**config.mk**
```make
export PLATFORM = sky130hd
export DESIGN_NAME = mac_acc_bias_flat
export DESIGN_NICKNAME = d
export VERILOG_FILES = /design/src/rtl/mac_acc_bias_if.sv /design/src/rtl/mac_acc_bias.sv /design/src/flat_wrapper.sv
export SDC_FILE = /design/constraint.sdc
export NUM_CORES = 1
export LEC_CHECK = 0
export CAP_MARGIN = 10
export CORE_ASPECT_RATIO = 1.4
export CORE_MARGIN = 2
export CORE_UTILIZATION = 40
export DETAILED_ROUTE_END_ITERATION = 7
export SLEW_MARGIN = 20
export SYNTH_ARGS = -nofsm -noshare
export SYNTH_HDL_FRONTEND = slang
export SYNTH_SLANG_ARGS = --single-unit
export TNS_END_PERCENT = 50
```
**constraint.sdc**
```tcl
create_clock -name clk -period 7.1 [get_ports clk]
set_input_delay 1.42 -clock clk [delete_from_list [all_inputs] [get_ports clk]]
set_output_delay 1.42 -clock clk [all_outputs]
set_load 0.05 [all_outputs]
```
**src/rtl/mac_acc_bias_if.sv**
```systemverilog
// Accumulator-to-bound handshake bundle: transaction start/bias, operand
// beat stream with backpressure, and the accumulator+bias result channel.
interface mac_acc_bias_if #(
  parameter int unsigned D_BW  = 8,
  parameter int unsigned AB_BW = 21,
  parameter int unsigned B_BW  = 16
);
  logic             i_start;
  logic [B_BW-1:0]  i_bias;
  logic             i_valid;
  logic [D_BW-1:0]  i_a;
  logic [D_BW-1:0]  i_b;
  logic             o_in_ready;
  logic             o_valid;
  logic             i_out_ready;
  logic [AB_BW-1:0] o_acc_bias;
  logic             o_busy;

  // Producer side: the MAC block itself.
  modport master (
    input  i_start, i_bias, i_valid, i_a, i_b, i_out_ready,
    output o_in_ready, o_valid, o_acc_bias, o_busy
  );

  // Consumer/driver side: operand source and the bound stage.
  modport slave (
    output i_start, i_bias, i_valid, i_a, i_b, i_out_ready,
    input  o_in_ready, o_valid, o_acc_bias, o_busy
  );
endinterface

```
**src/rtl/mac_acc_bias.sv**
```systemverilog
// Multiply-accumulate of ACC_LEN signed operand pairs onto a preloaded
// signed bias; the result is offered through a valid/ready handshake.
module mac_acc_bias #(
  parameter int unsigned D_BW    = 8,
  parameter int unsigned AB_BW   = 21,
  parameter int unsigned B_BW    = 16,
  parameter int unsigned ACC_LEN = 32
) (
  input  logic          clk,
  input  logic          rst,
  mac_acc_bias_if.master bus
);

  localparam int unsigned CW = $clog2(ACC_LEN + 1);
  localparam int unsigned PW = 2 * D_BW;

  typedef enum logic [1:0] {
    IDLE = 2'd0,
    ACC  = 2'd1,
    OUT  = 2'd2
  } state_t;

  state_t           state_q;
  logic [AB_BW-1:0] acc_q;
  logic [CW-1:0]    cnt_q;
  logic             in_ready_q;
  logic             valid_q;
  logic             busy_q;

  logic signed [PW-1:0] prod_d;
  logic [AB_BW-1:0]     prod_ext_d;
  logic [AB_BW-1:0]     bias_ext_d;

  // Full-width signed product and sign extensions of product and bias.
  always_comb begin
    prod_d     = $signed(bus.i_a) * $signed(bus.i_b);
    prod_ext_d = {{(AB_BW - PW){prod_d[PW-1]}}, prod_d};
    bias_ext_d = {{(AB_BW - B_BW){bus.i_bias[B_BW-1]}}, bus.i_bias};
  end

  // Transaction FSM with accumulator, beat counter and registered outputs.
  always_ff @(posedge clk) begin
    if (rst) begin
      state_q    <= IDLE;
      acc_q      <= '0;
      cnt_q      <= '0;
      in_ready_q <= 1'b0;
      valid_q    <= 1'b0;
      busy_q     <= 1'b0;
    end else begin
      case (state_q)
        IDLE: begin
          if (bus.i_start) begin
            acc_q      <= bias_ext_d;
            cnt_q      <= '0;
            in_ready_q <= 1'b1;
            busy_q     <= 1'b1;
            state_q    <= ACC;
          end
        end
        ACC: begin
          if (bus.i_valid) begin
            acc_q <= acc_q + prod_ext_d;
            if (cnt_q == CW'(ACC_LEN - 1)) begin
              cnt_q      <= '0;
              in_ready_q <= 1'b0;
              valid_q    <= 1'b1;
              state_q    <= OUT;
            end else begin
              cnt_q <= cnt_q + 1'b1;
            end
          end
        end
        OUT: begin
          if (bus.i_out_ready) begin
            valid_q <= 1'b0;
            busy_q  <= 1'b0;
            state_q <= IDLE;
          end
        end
        default: begin
          state_q    <= IDLE;
          in_ready_q <= 1'b0;
          valid_q    <= 1'b0;
          busy_q     <= 1'b0;
        end
      endcase
    end
  end

  assign bus.o_in_ready = in_ready_q;
  assign bus.o_valid    = valid_q;
  assign bus.o_busy     = busy_q;
  assign bus.o_acc_bias = acc_q;

endmodule

```
**src/flat_wrapper.sv**
```systemverilog
// flat-port wrapper written by rule: the top's interface ports become plain ports
module mac_acc_bias_flat 
#(
  parameter int unsigned D_BW    = 8,
  parameter int unsigned AB_BW   = 21,
  parameter int unsigned B_BW    = 16,
  parameter int unsigned ACC_LEN = 32
)
  (clk, rst, bus_i_start, bus_i_bias, bus_i_valid, bus_i_a, bus_i_b, bus_i_out_ready, bus_o_in_ready, bus_o_valid, bus_o_acc_bias, bus_o_busy);
  mac_acc_bias_if #(.D_BW(D_BW), .AB_BW(AB_BW), .B_BW(B_BW)) bus_i ();
  input  logic clk;
  input  logic rst;
  input wire logic [$bits(bus_i.i_start)-1:0] bus_i_start;
  input wire logic [$bits(bus_i.i_bias)-1:0] bus_i_bias;
  input wire logic [$bits(bus_i.i_valid)-1:0] bus_i_valid;
  input wire logic [$bits(bus_i.i_a)-1:0] bus_i_a;
  input wire logic [$bits(bus_i.i_b)-1:0] bus_i_b;
  input wire logic [$bits(bus_i.i_out_ready)-1:0] bus_i_out_ready;
  output wire logic [$bits(bus_i.o_in_ready)-1:0] bus_o_in_ready;
  output wire logic [$bits(bus_i.o_valid)-1:0] bus_o_valid;
  output wire logic [$bits(bus_i.o_acc_bias)-1:0] bus_o_acc_bias;
  output wire logic [$bits(bus_i.o_busy)-1:0] bus_o_busy;
  assign bus_i.i_start = bus_i_start;
  assign bus_i.i_bias = bus_i_bias;
  assign bus_i.i_valid = bus_i_valid;
  assign bus_i.i_a = bus_i_a;
  assign bus_i.i_b = bus_i_b;
  assign bus_i.i_out_ready = bus_i_out_ready;
  assign bus_o_in_ready = bus_i.o_in_ready;
  assign bus_o_valid = bus_i.o_valid;
  assign bus_o_acc_bias = bus_i.o_acc_bias;
  assign bus_o_busy = bus_i.o_busy;
  mac_acc_bias #(.D_BW(D_BW), .AB_BW(AB_BW), .B_BW(B_BW), .ACC_LEN(ACC_LEN)) u_core (.clk(clk), .rst(rst), .bus(bus_i));
endmodule
```
==> results_dict.tcl <==
set metrics [dict create \
    hold_depth 2 \
    path_class "in2reg" \
    grt_util_met3_pct 2.27 \
    wire_per_inst_microns 14.5 \
    slowest_stage "fa_1" \
    met2_usage_pct 39.4 \
    ios 61 \
    fin_crit_sh_pct 96.5 \
    synth_seq_area_share_pct 12.9 \
    n_fill_cell 1151 \
    synth_common_cells "99 x inv_1, 56 x fa_1, 52 x ha_1" \
    fmax_ghz 0.146 \
    tightest_slew_ns 0.789 \
    cts_buffers 5 \
    setup_viol 0 \
    crit_start "bus_i_b[3]" \
    drive_above_1_share_pct 15.1 \
    drt_iter0_drc 104 \
    area_delta_synth_final_pct 32.5 \
    r2r_slack_ns 4.42 \
    relSlewSlack_pct 47.3 \
    rsz0062_at_grt "false" \
    yosysUniqueCellTypes 53 \
    track_usage_pct 20.5 \
    rr_startpoint "u_core.bus.o_acc_bias[0]" \
    die_area_sq_mm 0.0133 \
    cts_tree "yes" \
    hold_class "reg2reg" \
    yosys_warnings 0 \
    top_usage_layer "met2" \
    syn-cell-area_sq_mm 0.00496 \
    synth.avg_cell_area_sq_um 8.11 \
    maxCapViolations 0 \
    worst_setup_path_end_kind "flip-flop" \
    cp.required_ns 7.25 \
    synth_top_area_cell "fa_1" \
    gp_congestion 0.847 \
    worstRegToRegCells 9 \
    die_width_microns 98.1 \
    hp-start "u_core.cnt_q[5]" \
    yosys-top-cells-area "fa_1 23%, ha_1 13%, dfxtp_1 13%" \
    synth-async-reset-ratio_pct 0 \
    fin_ws_ns 0.247 \
    nNetsFinal 888 \
    dpl.hpwl_microns 10600 \
    grt_pass1_vias 5112 \
    clk_latency_ns 0.28 \
    syn_inst 612 \
    root_buffer "clkbuf_16" \
    ys.flop_type "dfxtp_1" \
    dr.pass1.iters 6 \
    synth_edf_count 0 \
    reg2reg_to "u_core.bus.o_acc_bias[12]" \
    ys_seq_elements 32 \
    synth_top_area_share_pct 22.6 \
    run_status "finished, final reports clean" \
    viasPerCell 5.22 \
    fin_crit_ns 6.85 \
    htreeDepth 2 \
    cts.path.max_buffers 2 \
    start_kind "primary input" \
    crit_buf_inv 7 \
    slowest_delay_ns 0.55 \
    path_clk_slew_ns 0.05 \
    cp_data_arrival_time_ns 7.01 \
    die_y_microns 136 \
    diodes 0 \
    grt_overflow_total 0 \
    drc 0 \
    hold_end "u_core.cnt_q[5]" \
    use_met1_pct 23.2 \
    via_count 4665 \
    finalHoldViolations 0 \
    synth.most_common_cell "inv_1" \
    antenna_left 0 \
    maxSlewViolCount 0 \
    clock_skew_ns 0.00604 \
    post-place-ws_ns -0.570 \
    critPathMaxFanout 5 \
    antenna_found_initial 0 \
    initial_utilization_pct 40.7 \
    holdBufCountCts 0 \
    num_rows 48 \
    grt_pass1_wl_microns 22600 \
    routed_wirelength_microns 12900 \
    multi_input_area_sq_mm 0.00398 \
    cts_sinks 32 \
    io_buffers 60 \
    syn_nets 757 \
    core_area_sq_mm 0.0122 \
    regArea_sq_um 641 \
    cpLargestDelayFamily "adder cells" \
    grt_max_degree 25 \
]
==> worst register-to-register path, delay by kind of cell, from the launching register on <==
kind	cells	cell delay (ns)
AOI/OAI and AO/OA	5	1.15
adders and majority gates	2	0.69
and+or+nand+nor	2	0.41
DFF	1	0.32
==> worst max path at each step <==
stage	slack [ns]	endpoint	cells after the start
6_report	0.25	u_core.bus.o_acc_bias[20]	25
5_1_grt	0.004	u_core.bus.o_acc_bias[20]	25
4_1_cts	0.007	u_core.bus.o_acc_bias[20]	26
3_5_place_dp	-0.57	u_core.bus.o_acc_bias[20]	25
3_3_place_gp	-0.46	u_core.bus.o_acc_bias[20]	25
2_1_floorplan	0.37	u_core.bus.o_acc_bias[20]	22
==> final cells by class <==
class / instances / area share, %
clock buffer: 7 / 2.17
timing repair buffer: 140 / 18.8
clock inverter: 1 / 0.114
sequential: 32 / 9.75
inverter: 99 / 5.65
multi-input combinational: 465 / 60.6
tap: 150 / 2.86
==> layout by cell type, fill, tap and decap left out, types with 20 or more instances in the layout <==
cell type / instances
fa_1: 55
nand2_1: 43
a21oi_1: 36
nor2_1: 49
xnor2_1: 20
and2_1: 44
buf_4: 78
inv_1: 99
ha_1: 50
o21ai_0: 21
clkdlybuf4s50_1: 44
dfxtp_1: 32
==> sequential cells by signal, indices dropped and copies added, names as in the netlist <==
name,count
u_core.bus.o_acc_bias,21
u_core.bus.o_valid,1
u_core.bus.o_in_ready,1
u_core.state_q,2
u_core.bus.o_busy,1
u_core.cnt_q,6
==> kinds of logic (layout without fill, tap and decap cells) <==
family | after synthesis | after routing | synth area share [%]
and+or+nand+nor | 191 | 191 | 19.2
xor gates and xnor gates | 29 | 29 | 5.12
muxes | 3 | 3 | 0.631
adders and majority gates | 108 | 108 | 35.7
DFF | 32 | 32 | 12.9
AOI/OAI and AO/OA | 134 | 134 | 17.7
buffers and inverters | 115 | 247 | 8.75
==> metrics by stage <==
stage | utilization, % | std cells | TNS, ns | area [sq um] | hold WS, ns
after floorplan | - | 612 | 0 | 4960 | 0.444
after global placement | 51.3 | 882 | -1.49 | 6260 | 0.457
after detailed placement | 51.3 | 882 | -2.03 | 6260 | 0.470
after CTS | 52.8 | 891 | 0 | 6440 | 0.479
after global routing | 53.9 | 894 | 0 | 6570 | 0.513
final | 53.9 | 894 | 0 | 6570 | 0.474
==> metal layers <==
layer / vias to the layer above / share of wire [%] / wire length, microns
met4: 0 / 2.3 / 298
met3: 25 / 3.5 / 451
met1: 2238 / 41 / 5280
li1: 2294 / - / -
met2: 108 / 53 / 6910
met5: - / 0 / 0
==> repair_timing <==
item	4_1_cts	5_1_grt
hold endpoints to repair	0	0
buffers inserted	1	3
gates cloned	0	0
pin swaps	5	16
gates resized for setup	8	36
endpoints found under the setup margin	4	7
Power is left out: the tool's default activity adds up to more than one toggle a clock period on the data nets, which glitch-free logic cannot reach.
